[src/rtl/line_text_reader.sv]
// line_text_reader
//   Streams one text line out of a 16-bit-per-word character memory as a
//   byte stream with a valid/ready handshake. A line index is translated
//   into an inclusive word-address range by an external line mapper
//   (1-cycle latency), then each word is fetched (1-cycle latency) and
//   emitted high byte first, low byte second. Bytes are passed through
//   unmodified.
//
// Optional feature (compile-time macro):
//   LINE_NEWLINE_EN  defined   -> a trailing 0x0A byte carrying char_last is
//                                 appended to every line (also to empty ones).
//                    undefined -> char_last rides on the final data byte and
//                                 empty lines produce no bytes at all.
//
// Ports:
//   clk         sole clock, rising edge
//   rst         synchronous active-high reset
//   start       one-cycle request, only honoured while idle
//   line_sel    line index captured with start
//   map_line    line index presented to the line mapper
//   map_range   mapper result {last, first}, valid one cycle after map_line
//   mem_addr    character memory word address
//   mem_dout    character word, valid one cycle after mem_addr
//   char_data   output byte
//   char_valid  output byte valid
//   char_ready  downstream accept
//   char_last   final byte of the line (qualified by char_valid)
//   busy        high whenever not idle
//   done        one-cycle pulse when the line is finished

module line_text_reader #(
    parameter int ADDR_W = 10,
    parameter int LINE_W = 8
) (
    input  logic                  clk,
    input  logic                  rst,
    input  logic                  start,
    input  logic [LINE_W-1:0]     line_sel,
    output logic [LINE_W-1:0]     map_line,
    input  logic [2*ADDR_W-1:0]   map_range,
    output logic [ADDR_W-1:0]     mem_addr,
    input  logic [15:0]           mem_dout,
    output logic [7:0]            char_data,
    output logic                  char_valid,
    input  logic                  char_ready,
    output logic                  char_last,
    output logic                  busy,
    output logic                  done
);

    localparam logic [3:0] S_IDLE       = 4'd0;
    localparam logic [3:0] S_MAP_WAIT   = 4'd1;
    localparam logic [3:0] S_MAP_CAP    = 4'd2;
    localparam logic [3:0] S_FETCH_WAIT = 4'd3;
    localparam logic [3:0] S_FETCH_CAP  = 4'd4;
    localparam logic [3:0] S_EMIT_HI    = 4'd5;
    localparam logic [3:0] S_EMIT_LO    = 4'd6;
    localparam logic [3:0] S_EMIT_NL    = 4'd7;
    localparam logic [3:0] S_DONE       = 4'd8;

`ifdef LINE_NEWLINE_EN
    localparam logic [3:0] S_LINE_END = S_EMIT_NL;
`else
    localparam logic [3:0] S_LINE_END = S_DONE;
`endif

    logic [3:0]        state;
    // ptr is loaded with the first word address, so it doubles as the
    // captured "first" value; only "last" needs its own register.
    logic [ADDR_W-1:0] ptr;
    logic [ADDR_W-1:0] last_addr;
    logic [15:0]       word;

    logic [ADDR_W-1:0] range_first;
    logic [ADDR_W-1:0] range_last;
    logic              xfer;

    assign range_first = map_range[ADDR_W-1:0];
    assign range_last  = map_range[2*ADDR_W-1:ADDR_W];
    assign xfer        = char_valid && char_ready;

    always_ff @(posedge clk) begin
        if (rst) begin
            state     <= S_IDLE;
            map_line  <= '0;
            ptr       <= '0;
            last_addr <= '0;
            word      <= '0;
        end else begin
            case (state)
                S_IDLE: begin
                    if (start) begin
                        map_line <= line_sel;
                        state    <= S_MAP_WAIT;
                    end
                end
                S_MAP_WAIT: state <= S_MAP_CAP;
                S_MAP_CAP: begin
                    ptr       <= range_first;
                    last_addr <= range_last;
                    if (range_last < range_first)
                        state <= S_LINE_END;
                    else
                        state <= S_FETCH_WAIT;
                end
                S_FETCH_WAIT: state <= S_FETCH_CAP;
                S_FETCH_CAP: begin
                    word  <= mem_dout;
                    state <= S_EMIT_HI;
                end
                S_EMIT_HI: begin
                    if (xfer) state <= S_EMIT_LO;
                end
                S_EMIT_LO: begin
                    if (xfer) begin
                        // Stop on ptr == last before incrementing so that a
                        // range ending at the top address never wraps.
                        if (ptr == last_addr) begin
                            state <= S_LINE_END;
                        end else begin
                            ptr   <= ptr + 1'b1;
                            state <= S_FETCH_WAIT;
                        end
                    end
                end
                S_EMIT_NL: begin
                    if (xfer) state <= S_DONE;
                end
                S_DONE:  state <= S_IDLE;
                default: state <= S_IDLE;
            endcase
        end
    end

    // Output byte is decoded from state and the held word register, so it
    // cannot change while a byte is stalled waiting for char_ready.
    always_comb begin
        char_valid = 1'b0;
        char_data  = 8'h00;
        char_last  = 1'b0;
        case (state)
            S_EMIT_HI: begin
                char_valid = 1'b1;
                char_data  = word[15:8];
            end
            S_EMIT_LO: begin
                char_valid = 1'b1;
                char_data  = word[7:0];
`ifndef LINE_NEWLINE_EN
                char_last  = (ptr == last_addr);
`endif
            end
            S_EMIT_NL: begin
                char_valid = 1'b1;
                char_data  = 8'h0A;
                char_last  = 1'b1;
            end
            default: ;
        endcase
    end

    assign mem_addr = ptr;
    assign busy     = (state != S_IDLE);
    assign done     = (state == S_DONE);

endmodule

[config.mk]
export PLATFORM = sky130hd
export DESIGN_NAME = line_text_reader
export DESIGN_NICKNAME = d
export VERILOG_FILES = /design/src/rtl/line_text_reader.sv
export SDC_FILE = /design/constraint.sdc
export NUM_CORES = 1
export LEC_CHECK = 0
export BUFFER_PORTS_ARGS = -buffer_cell sky130_fd_sc_hd__buf_2
export CORE_ASPECT_RATIO = 0.6
export CORE_MARGIN = 2
export CORE_UTILIZATION = 47
export CTS_CLUSTER_SIZE = 14
export DETAILED_ROUTE_END_ITERATION = 7
export HOLD_SLACK_MARGIN = 0.1
export MAX_ROUTING_LAYER = met4
export PLACE_DENSITY_LB_ADDON = 0.08
export SETUP_SLACK_MARGIN = 0.4
export SLEW_MARGIN = 5
export SYNTH_ARGS = -nofsm -noshare
export SYNTH_HDL_FRONTEND = slang
export SYNTH_SLANG_ARGS = --single-unit
[constraint.sdc]
create_clock -name clk -period 1.6 [get_ports clk]
set_input_delay 0.24 -clock clk [delete_from_list [all_inputs] [get_ports clk]]
set_output_delay 0.24 -clock clk [all_outputs]
set_load 0.01 [all_outputs]
## After elaboration in Yosys (flattened, before gate mapping)

Cells that the tools add are included.

| word-level totals | value |
|---|---|
| logic and storage cells | 42 |
| register bits | 48 |

| cells by class | value |
|---|---|
| reduce and logical (&&, ||, !) cells | 8 |
| muxes and demuxes | 13 |
| $add $sub $neg | 1 |
| order comparisons | 1 |
| equal/unequal tests | 14 |

Operators with widths:

| operator | number |
|---|---|
| 4-bit case mux with 8 select lines | 1 |
| 4-bit 2-to-1 mux | 6 |
| 8-bit case mux with 3 select lines | 1 |
| 10-bit 2-to-1 mux | 2 |
| 10-bit case mux with 2 select lines | 1 |
| 4-bit by 3-bit == test with 1-bit output, second input constant | 4 |
| 10-bit by 1-bit adder with 10-bit output, second input constant | 1 |
| 10-bit == test | 1 |
| 10-bit < comparator | 1 |
| 2-bit != test, second input constant | 5 |
| 4-bit by 2-bit == test with 1-bit output, second input constant | 2 |
| 4-bit by 1-bit == test with 1-bit output, second input constant | 1 |
| 4-bit == test, second input constant | 1 |
| 4-bit zero test | 1 |
| 4-bit AND reduction | 1 |
| 4-bit nonzero test | 1 |
| 3-bit AND reduction | 1 |
| 3-bit OR reduction | 1 |
| 1-bit case mux with 2 select lines | 1 |
| 2-bit AND reduction | 1 |
| 2-bit nonzero test | 1 |
| 1-bit logical AND | 1 |
| 1-bit 2-to-1 mux | 1 |

## Depth between registers and ports, before layout

Gate-level depths: netlist of the first run.

| depth | value |
|---|---|
| depth after elaboration | 6 |
| mapped depth | 7 |

## Least setup slack after synthesis of the first run

OpenSTA, ideal clock, no wires.

| timing | value |
|---|---|
| kind | register to register |
| start | reg ptr[1], in the netlist mem_addr[1] |
| end | reg ptr[8], in the netlist mem_addr[8] |
| setup time | 0.135 ns |
| path buffers | 1 |
| slack | -0.127 ns |
| arrival time | 1.591 ns |
| cell stages (with the launch flop) | 7 |
| cell sequence | dfxtp_1 -> xnor2_1 -> nand4_1 -> or4_1 -> buf_2 -> a31oi_1 -> a211oi_1 |

| between the ends | value |
|---|---|
| word-level cells in the longest chain between the ends | 4 |

RTL lines:

| item | line | source |
|---|---|---|
| start, declared | 70 | `logic [ADDR_W-1:0] ptr;` |
| start signal, assigned | 99 | `ptr <= range_first;` |
| start signal, assigned | 121 | `ptr <= ptr + 1'b1;` |
| 10-bit by 1-bit adder with 10-bit output | 121 |  |
| 10-bit 2-to-1 mux | 118 | `if (ptr == last_addr) begin` |
| 10-bit 2-to-1 mux | 115 | `if (xfer) begin` |
| 10-bit case mux with 2 select lines | 90 | `case (state)` |

Several ways; a longest one is shown, not always the timed one. The select of a mux whose other input is x is not followed.
A chain may end at the register's enable or synchronous reset.

## Worst setup path in the final report of the first run

| timing | value |
|---|---|
| start | reg ptr[8], in the netlist mem_addr[8] |
| end | reg ptr[6], in the netlist mem_addr[6] |

| between the ends | value |
|---|---|
| word-level cells in the longest chain between the ends | 3 |

RTL lines:

| item | line |
|---|---|
| 10-bit == test | 118 |
| 2-bit != test (no source line) | n/a |
| 3-bit AND reduction (no source line) | n/a |

Every way passes these cells.

==> results of run 1 <==
layout by cell type (no fill, tap or decap), types with 4 or more instances in the layout:
cell type  count
nand3_1        4
inv_1         11
dfxtp_1       33
buf_4         48
dfxtp_4        5
o21ai_0        9
nor2_1        17
a211oi_1       5
clkbuf_8       6
dfxtp_2       10
xnor2_1        5
nand2_2       16
nand4_1        5
ha_1          10
a21oi_2       31
nand2_1       41
buf_6         31
nand2_4       19
buf_8          6
xnor2_2        5
buf_2         72
a21oi_1       10
a22o_1         6
nor3_4         4
mux2i_1       11
sequential cells by signal (all words and copies together), names as in the netlist:
register	flops
word	16
last_addr	10
mem_addr	10
map_line	8
state	4
power by group through the flow:
stage	clock network (W)	logic (W)	registers (W)
finish	0.000902	0.00327	0.00156
global route	0.000958	0.00345	0.00157
CTS	0.000890	0.00259	0.00152
detailed placement	0	0.00188	0.00153
global placement	0	0.00186	0.00153
floorplan	0	0.00103	0.00157
final timing paths:
check                                                end  slack, ns  depth (start not counted)
worst max-delay path            mem_addr[6]$_SDFFE_PP0P_      -0.43                          7
worst min-delay path            map_line[5]$_SDFFE_PP0P_       0.15                          3
worst max register to register  mem_addr[6]$_SDFFE_PP0P_      -0.43                          7
worst min register to register     word[15]$_SDFFE_PP0N_       0.47                          2
cell type report:
| cell class | instances | share of cell area, % |
|---|---|---|
| clock buffer | 7 | 2.38 |
| clock inverter | 1 | 0.194 |
| inverter | 11 | 0.914 |
| multi-input combinational | 259 | 45.9 |
| sequential | 48 | 22.0 |
| tap | 69 | 1.91 |
| timing repair buffer | 159 | 26.7 |
worst min-delay path: stages:
cell and delay, ns:
buf_2 0.07, mux2i_1 0.05, nor2_1 0.07
through the flow:
step / total power [W] / instances / setup slack (ns) / hold WS, ns / area (µm²)
2_1_floorplan: 0.00260 / 338 / -0.0314 / 0.376 / 2720
3_3_place_gp: 0.00338 / 515 / -0.177 / 0.443 / 3440
3_5_place_dp: 0.00341 / 515 / -0.220 / 0.448 / 3440
4_1_cts: 0.00500 / 540 / -0.325 / 0.152 / 4110
5_1_grt: 0.00599 / 554 / -0.495 / 0.149 / 4520
6_report: 0.00572 / 554 / -0.433 / 0.148 / 4520
repair_timing:
item | CTS | global route
pin swaps | 33 | 43
gates cloned | 3 | 0
setup endpoints to repair | 61 | 65
buffers inserted | 14 | 14
resized for setup | 106 | 74
layer usage:
metal / GRT usage, % / wire, µm / vias up / part of all wire, %
met1: 45.5 / 4730 / 1590 / 43
met5: - / 0 / - / 0
met3: 7.49 / 1370 / 41 / 12
met4: 7.24 / 278 / 0 / 2.5
met2: 44.6 / 4610 / 255 / 42
li1: - / - / 1489 / -
logic make-up (layout without fill, tap and decap cells):
| family | after synthesis | count (layout) | synth area share [%] |
|---|---|---|---|
| simple gates | 141 | 141 | 25.3 |
| compound gates | 85 | 85 | 19.8 |
| flops | 48 | 48 | 36.6 |
| buf+inv | 31 | 178 | 5.20 |
| mux | 13 | 13 | 5.00 |
| fa+ha+maj | 10 | 10 | 4.77 |
| xor+xnor | 10 | 10 | 3.34 |
==> impl_metrics.env, run 1 <==
export IMPL_status="finished, violations left"
export IMPL_violations="negative setup slack"
export IMPL_dp_hpwl_um=6160
export IMPL_ys_ff_latch=48
export IMPL_switchingPower_w=0.00226
export IMPL_switching_share_pct=39.5
export IMPL_max_cap_viol_count=0
export IMPL_yosysTopAreaCell="dfxtp_1"
export IMPL_wl_per_cell_um=19.8
export IMPL_hp_class="primary input to flip-flop"
export IMPL_vias=3375
export IMPL_gp_congestion=0.910
export IMPL_synth_ff_type="dfxtp_1"
export IMPL_synth_top_area_share_pct=36.6
export IMPL_critPathKind="flip-flop to flip-flop"
export IMPL_crit_fanout=7
export IMPL_cts_sinks=48
export IMPL_seq_area_um2=992
export IMPL_cts_buffer_depth=2
export IMPL_num_rows=21
export IMPL_wl_um=11000
export IMPL_cp_top_family="simple AND/OR/NAND/NOR gates"
export IMPL_grt_usage_pct=31.5
export IMPL_seq_area_frac_synth_pct=36.6
export IMPL_port_buffers=77
export IMPL_final_hold_violation_count=0
export IMPL_grt_pass1_wl_um=14300
export IMPL_cp_arrival_ns=2.23
export IMPL_clk_pin_slew_ns=0.09
export IMPL_worstHoldStart="line_sel[5]"
export IMPL_diodes=0
export IMPL_multi_input_area_um2=2070
export IMPL_fmax_mhz=492
export IMPL_crit_path_start="mem_addr[8]$_SDFFE_PP0P_"
export IMPL_tightest_slew_ns=0.405
export IMPL_reg2reg_from="mem_addr[8]$_SDFFE_PP0P_"
export IMPL_fin_crit_ns=2.03
export IMPL_avgSynthCellArea_um2=7.77
export IMPL_tritoncts_num_buffers=5
export IMPL_synth_edf_count=0
export IMPL_timing_final_crit_share_pct=127
export IMPL_yosysWarnings=0
export IMPL_cts_root_buffer_cell="clkbuf_8"
export IMPL_path_cells="xnor2_1 -> nand4_1 -> buf_4 -> buf_6 -> or4_4 -> a31oi_1 -> a311oi_1"
export IMPL_grt_max_degree=21
export IMPL_synth_cells=338
export IMPL_syn2layout_area_growth_pct=72.0
export IMPL_clock_latency_ns=0.32
export IMPL_finalSetupViolCount=21
export IMPL_die_height_um=61.9
export IMPL_fin_nets=542
export IMPL_rsz0062_at_grt="true"
export IMPL_cts_hold_buffers=0
export IMPL_comb_power_share_pct=57.1
export IMPL_fin_util_pct=82.2
export IMPL_core_um2=5490
export IMPL_fill_cells=304
export IMPL_h_tree_depth=2
export IMPL_die_area_um2=6220
export IMPL_grt_pass1_vias=2740
export IMPL_ir_drop_v=0.000734
export IMPL_critPathBufInv=2
export IMPL_critPathMaxStageDelay_ns=0.59
export IMPL_routed_via_density=6.09
export IMPL_synth_area_um2=2630
export IMPL_syn_nets=396
export IMPL_synth_cell_type_count=47
export IMPL_seqPwrFrac_pct=27.2
export IMPL_antenna_found_initial=0
export IMPL_p_per_area_nw_per_um2=1270
export IMPL_finalSetupTns_ns=-5.62
export IMPL_fin_ws_ns=-0.433
export IMPL_tritoncts="yes"
export IMPL_ant_nets=0
export IMPL_die_w_um=100
export IMPL_p_leak_nw=2.02
export IMPL_maxSlewHeadroom_pct=72.7
export IMPL_drc=0
export IMPL_detail_route_first_pass_iterations=7
export IMPL_synth_most_common_cell="nand2_1"
export IMPL_cp_slowest_cell="or4_4"
export IMPL_pin_count=78
export IMPL_ys_top_cells_by_area="dfxtp_1 (37%), nand2_1 (11%), a21oi_1 (7.8%), ha_1 (4.8%), mux2i_1 (4.6%)"
export IMPL_cp_data_required_time_ns=1.79
export IMPL_grt_ovfl_total=0
export IMPL_p_int_w=0.00346
export IMPL_finalMaxSlewViolations=0
export IMPL_start_kind="flip-flop"
export IMPL_start_util_pct=47.8
export IMPL_drive_gt1_share_pct=58.6
export IMPL_endpoint_kind="flip-flop"
export IMPL_clkPwrFrac_pct=15.8
export IMPL_synth_common_cells="nand2_1 (77), dfxtp_1 (48), a21oi_1 (41)"
export IMPL_skew_ns=0.0110
export IMPL_drt_iter0_drc=372
export IMPL_async_flop_share_pct=0
(Power assumes the default switching activity.)
==> inputs of run 2 (changes only) <==
Settings changed: CTS_BUF_LIST set to sky130_fd_sc_hd__clkbuf_16.
==> run 2 against run 1 <==
  * The flow still finishes with violations (negative setup slack)
  * Critical path depth increased by 3
  * Critical path type unchanged
  * Count of clock-buffer cells in the layout decreased by 1
  * Global-route usage up 1.8 points
==> impl_metrics.env, run 2 (synthesized netlist as in run 1, its figures left out) <==
export IMPL_hp_class="primary input to flip-flop"
export IMPL_post_dp_cell_area_um2=3440
export IMPL_syn2layout_area_growth_pct=78.3
export IMPL_p_per_area_nw_per_um2=1390
export IMPL_maxSlewHeadroom_pct=72.4
export IMPL_diodes=0
export IMPL_fill_cells=260
export IMPL_ant_nets=0
export IMPL_crit_fanout=4
export IMPL_start_util_pct=47.8
export IMPL_timing_final_crit_share_pct=132
export IMPL_clk_pin_slew_ns=0.07
export IMPL_die_w_um=100
export IMPL_multi_input_area_um2=2150
export IMPL_vias=3564
export IMPL_final_common_cell="buf_2"
export IMPL_fin_ws_ns=-0.505
export IMPL_mostFrequentLayoutCells="buf_2 (75), buf_4 (48), nand2_1 (39), dfxtp_1 (34), buf_6 (33)"
export IMPL_p_int_w=0.00393
export IMPL_drc=0
export IMPL_routed_wl_met3_um=1680
export IMPL_fin_hold_ws_ns=0.173
export IMPL_seqPwrFrac_pct=24.2
export IMPL_tritoncts="yes"
export IMPL_top_register="word"
export IMPL_status="finished, violations left"
export IMPL_critPathBufInv=5
export IMPL_max_cap_viol_count=0
export IMPL_tritoncts_num_buffers=5
export IMPL_crit_path_frequent_cell="buf_4"
export IMPL_seq_area_um2=993
export IMPL_finalSetupViolCount=26
export IMPL_core_um2=5490
export IMPL_critPathMaxStageDelay_ns=0.42
export IMPL_violations="negative setup slack"
export IMPL_switchingPower_w=0.00258
export IMPL_cp_data_required_time_ns=1.80
export IMPL_h_tree_depth=2
export IMPL_design_area_um2=4680
export IMPL_port_buffers=77
export IMPL_wl_um=12900
export IMPL_path_cells="xnor2_2 -> buf_4 -> nand4_1 -> buf_4 -> nor3_4 -> buf_4 -> buf_6 -> buf_6 -> o41a_1 -> a211oi_2"
export IMPL_gp_congestion=0.910
export IMPL_grt_ovfl_total=0
export IMPL_pin_count=78
export IMPL_tightest_slew_ns=0.410
export IMPL_routed_via_density=6.38
export IMPL_fin_util_pct=85.2
export IMPL_grt_max_degree=21
export IMPL_wl_met1_um=5100
export IMPL_grt_usage_pct=33.3
export IMPL_p_leak_nw=2.08
export IMPL_clock_latency_ns=0.30
export IMPL_cp_arrival_ns=2.30
export IMPL_fin_nets=547
export IMPL_drt_iter0_drc=493
export IMPL_final_hold_violation_count=0
export IMPL_dp_hpwl_um=6160
export IMPL_comb_power_share_pct=57.7
export IMPL_start_kind="flip-flop"
export IMPL_cts_root_buffer_cell="clkbuf_16"
export IMPL_wl_met2_um=5410
export IMPL_switching_share_pct=39.6
export IMPL_rsz0062_at_grt="true"
export IMPL_cts_sinks=48
export IMPL_cts_buffer_depth=2
export IMPL_ir_drop_v=0.000820
export IMPL_drive_gt1_share_pct=60.2
export IMPL_die_area_um2=6220
export IMPL_grt_pass1_vias=2859
export IMPL_endpoint_kind="flip-flop"
export IMPL_critPathKind="flip-flop to flip-flop"
export IMPL_cp_slowest_cell="o41a_1"
export IMPL_clkPwrFrac_pct=18.1
export IMPL_finalMaxSlewViolations=0
export IMPL_fmax_mhz=475
export IMPL_antenna_found_initial=0
export IMPL_top_layer="met4"
export IMPL_largest_reg_flops=16
export IMPL_wl_per_cell_um=23.1
export IMPL_die_height_um=61.9
export IMPL_cp_top_family="buffers and inverters"
export IMPL_grt_pass1_wl_um=15100
export IMPL_num_rows=21
export IMPL_detail_route_first_pass_iterations=6
export IMPL_skew_ns=0.00498
export IMPL_fin_crit_ns=2.10
-- run 2: cell count changes in the layout (fill, tap and decap cells not counted), moves of 3 or more --
cell and delta:
clkbuf_16 +6, clkbuf_8 -6, nand2_4 +5, buf_2 +3
-- run 2: worst paths after layout --
kind                        startpoint                        to  slack [ns]  cells past startpoint
max reg2reg  last_addr[7]$_SDFFE_PP0P_  mem_addr[5]$_SDFFE_PP0P_       -0.50                     10
max          last_addr[7]$_SDFFE_PP0P_  mem_addr[5]$_SDFFE_PP0P_       -0.50                     10
min                        line_sel[5]  map_line[5]$_SDFFE_PP0P_        0.17                      3
min reg2reg      word[15]$_SDFFE_PP0N_     word[15]$_SDFFE_PP0N_        0.47                      2
-- run 2: metal layers --
layer / vias to the layer above / GRT usage [%]
li1: 1499 / -
met5: - / -
met1: 1635 / 46.3
met4: 0 / 9.00
met3: 96 / 8.17
met2: 334 / 48.8
-- run 2: layout make-up --
cell class              instances  area share, %
flip-flops and latches         48           21.2
clock buffers                   6           3.21
well taps                      69           1.84
repair buffers                164           26.7
inverters                      11          0.882
multi-input cells             259           45.9
clock inverters                 2          0.267
-- run 2: stage by stage --
step,std cells,setup WS [ns],power (W),setup TNS [ns]
6_report,559,-0.505,0.00650,-6.51
5_1_grt,559,-0.519,0.00668,-7.32
4_1_cts,546,-0.270,0.00532,-3.32
3_5_place_dp,515,-0.220,0.00341,-2.11
3_3_place_gp,515,-0.177,0.00338,-1.61
2_1_floorplan,338,-0.0314,0.00260,-0.161
-- run 2: tightest hold or removal path, delay by kind of cell --
family	cells	cell delay, ns
simple gates	1	0.07
buf+inv	1	0.07
mux	1	0.05
-- run 2: power groups by stage --
stage          Clock (W)  Sequential (W)  Combinational, W
2_1_floorplan          0         0.00157           0.00103
3_3_place_gp           0         0.00153           0.00186
3_5_place_dp           0         0.00153           0.00188
4_1_cts          0.00114         0.00153           0.00264
5_1_grt          0.00122         0.00159           0.00388
6_report         0.00117         0.00158           0.00375
-- run 2: timing repair --
action,CTS,global route
gates cloned,2,1
buffers inserted,21,12
resized for setup,104,93
setup endpoints to repair,60,61
pin swaps,33,44
hold buffers,0,0
==> inputs of run 3 (changes only) <==
Settings changed: MAX_ROUTING_LAYER met4 to not set.
==> run 3 against run 2 <==
  * The run still ends with negative setup slack left
  * Power grew 2.1%
  * Clock power barely moved
  * Maximum frequency decreased by 1.1%
  * Sequential power about the same
  * Die area did not move
  * Register-to-register slack got worse by 0.02 ns
  * Count of clock-buffer cells in the layout is the same
  * Sequential share of layout area fell by 0.27 points
  * Clock skew grew 0.0026 ns
  * Critical path depth shrank 2
  * Setup slack got worse by 0.023 ns
  * Non-clock buffer count up 4
  * Largest power group unchanged
==> impl_metrics.env, run 3 (synthesized netlist as in run 1, its figures left out) <==
export IMPL_violations="negative setup slack"
export IMPL_port_buffers=77
export IMPL_cp_slowest_cell="dfxtp_2"
export IMPL_finalSetupTns_ns=-7.06
export IMPL_grt_ovfl_total=0
export IMPL_syn2layout_area_growth_pct=80.6
export IMPL_core_um2=5490
export IMPL_cts_sinks=48
export IMPL_wl_met1_um=5180
export IMPL_crit_fanout=3
export IMPL_status="finished, violations left"
export IMPL_die_area_um2=6220
export IMPL_switching_share_pct=39.7
export IMPL_timing_final_crit_share_pct=133
export IMPL_cts_root_buffer_cell="clkbuf_16"
export IMPL_critPathKind="flip-flop to output pin"
export IMPL_rsz0062_at_grt="true"
export IMPL_max_cap_viol_count=0
export IMPL_diodes=0
export IMPL_tritoncts="yes"
export IMPL_fin_nets=551
export IMPL_path_cells="xnor2_2 -> buf_4 -> nand4_1 -> buf_4 -> nor3_4 -> nor2_2 -> nor2_1 -> buf_2"
export IMPL_drc=0
export IMPL_h_tree_depth=2
export IMPL_finalSetupViolCount=25
export IMPL_stdcell_count=563
export IMPL_drt_iter0_drc=458
export IMPL_clkPwrFrac_pct=17.8
export IMPL_ant_nets=0
export IMPL_top_layer="met4"
export IMPL_cp_arrival_ns=1.89
export IMPL_crit_path_start="mem_addr[7]$_SDFFE_PP0P_"
export IMPL_grt_pass1_vias=2867
export IMPL_comb_power_share_pct=58.4
export IMPL_fin_crit_ns=2.13
export IMPL_maxSlewHeadroom_pct=70.7
export IMPL_final_common_cell="buf_2"
export IMPL_die_height_um=61.9
export IMPL_cp_data_required_time_ns=1.36
export IMPL_finalMaxSlewViolations=0
export IMPL_detail_route_first_pass_iterations=7
export IMPL_reg2reg_depth=7
export IMPL_hp_class="primary input to flip-flop"
export IMPL_fin_ws_ns=-0.528
export IMPL_gp_congestion=0.894
export IMPL_endpoint_kind="output pin"
export IMPL_wl_per_cell_um=23.4
export IMPL_grt_pass1_wl_um=15100
export IMPL_dp_hpwl_um=6160
export IMPL_vias=3610
export IMPL_routed_wl_met3_um=1610
export IMPL_top_register="word"
export IMPL_wl_um=13200
export IMPL_die_w_um=100
export IMPL_grt_usage_pct=32.2
export IMPL_switchingPower_w=0.00264
export IMPL_ir_drop_v=0.000695
export IMPL_mostFrequentLayoutCells="buf_2 (75), buf_4 (50), nand2_1 (37), dfxtp_1 (34), buf_6 (33)"
export IMPL_reg2reg_from="mem_addr[7]$_SDFFE_PP0P_"
export IMPL_dp_slack_ns=-0.220
export IMPL_antenna_found_initial=0
export IMPL_p_leak_nw=2.11
export IMPL_critPathBufInv=3
export IMPL_p_int_w=0.00400
export IMPL_holdPathStages=3
export IMPL_critPathMaxStageDelay_ns=0.39
export IMPL_final_hold_violation_count=0
export IMPL_place_inst=515
export IMPL_start_kind="flip-flop"
export IMPL_cts_hold_buffers=0
export IMPL_drive_gt1_share_pct=60.9
export IMPL_largest_reg_flops=16
export IMPL_seqPwrFrac_pct=23.8
export IMPL_tritoncts_num_buffers=5
export IMPL_path_depth=8
export IMPL_start_util_pct=47.8
export IMPL_cp_top_family="simple AND/OR/NAND/NOR gates"
export IMPL_cts_buffer_depth=2
export IMPL_wl_met2_um=5560
export IMPL_num_rows=21
export IMPL_routed_via_density=6.41
export IMPL_p_per_area_nw_per_um2=1400
export IMPL_skew_ns=0.00758
export IMPL_crit_path_frequent_cell="buf_4"
export IMPL_tightest_slew_ns=0.439
export IMPL_fill_cells=245
export IMPL_clk_pin_slew_ns=0.07
export IMPL_fmax_mhz=470
export IMPL_grt_max_degree=21
export IMPL_worstHoldStart="line_sel[7]"
export IMPL_clock_latency_ns=0.30
export IMPL_pin_count=78
-- run 3: worst register-to-register path: stages (launching register included) --
cell	delay, ns
dfxtp_2	0.39
xnor2_2	0.13
buf_4	0.15
nand4_1	0.19
buf_4	0.20
or4_4	0.63
a31oi_1	0.22
a311oi_1	0.09
-- run 3: power groups by stage --
stage	clock, W	combinational [W]	sequential (W)
3_3_place_gp	0	0.00186	0.00153
5_1_grt	0.00123	0.00396	0.00159
6_report	0.00118	0.00388	0.00158
4_1_cts	0.00114	0.00264	0.00153
3_5_place_dp	0	0.00188	0.00153
2_1_floorplan	0	0.00103	0.00157
-- run 3: final cells by class --
class	count	area (µm²)	area share [%]
clock buffer	6	150	3.17
clock inverter	2	12.5	0.264
inverter	11	41.3	0.871
multi-input combinational	259	2150	45.4
sequential	48	993	21.0
tap	69	86.3	1.82
timing repair buffer	168	1300	27.5
-- run 3: path summary, 6_finish.rpt --
check | end | slack [ns]
worst max-delay path | char_last | -0.53
worst min-delay path | map_line[7]$_SDFFE_PP0P_ | 0.17
worst max register to register | mem_addr[6]$_SDFFE_PP0P_ | -0.52
worst min register to register | word[13]$_SDFFE_PP0N_ | 0.47
-- run 3: per-layer routing --
metal  vias up  GRT usage, %
met1      1680          45.9
met4         0          8.81
met2       328          48.9
li1       1507             -
met5         -             0
met3        95          8.61
-- run 3: repair_timing --
item,in CTS,in global routing
cloned,2,2
pin swaps,33,40
endpoints found under the setup margin,60,61
gates resized for setup,104,97
buffers inserted,21,15
-- run 3: through the flow --
step                      hold WS [ns]  utilization (%)  total power, W  instance area (µm²)
after floorplan                  0.376                -         0.00260                 2720
after global placement           0.443             62.7         0.00338                 3440
after detailed placement         0.448             62.7         0.00341                 3440
after CTS                        0.181             75.9         0.00532                 4170
after global routing             0.190             86.3         0.00679                 4740
final                            0.174             86.3         0.00664                 4740
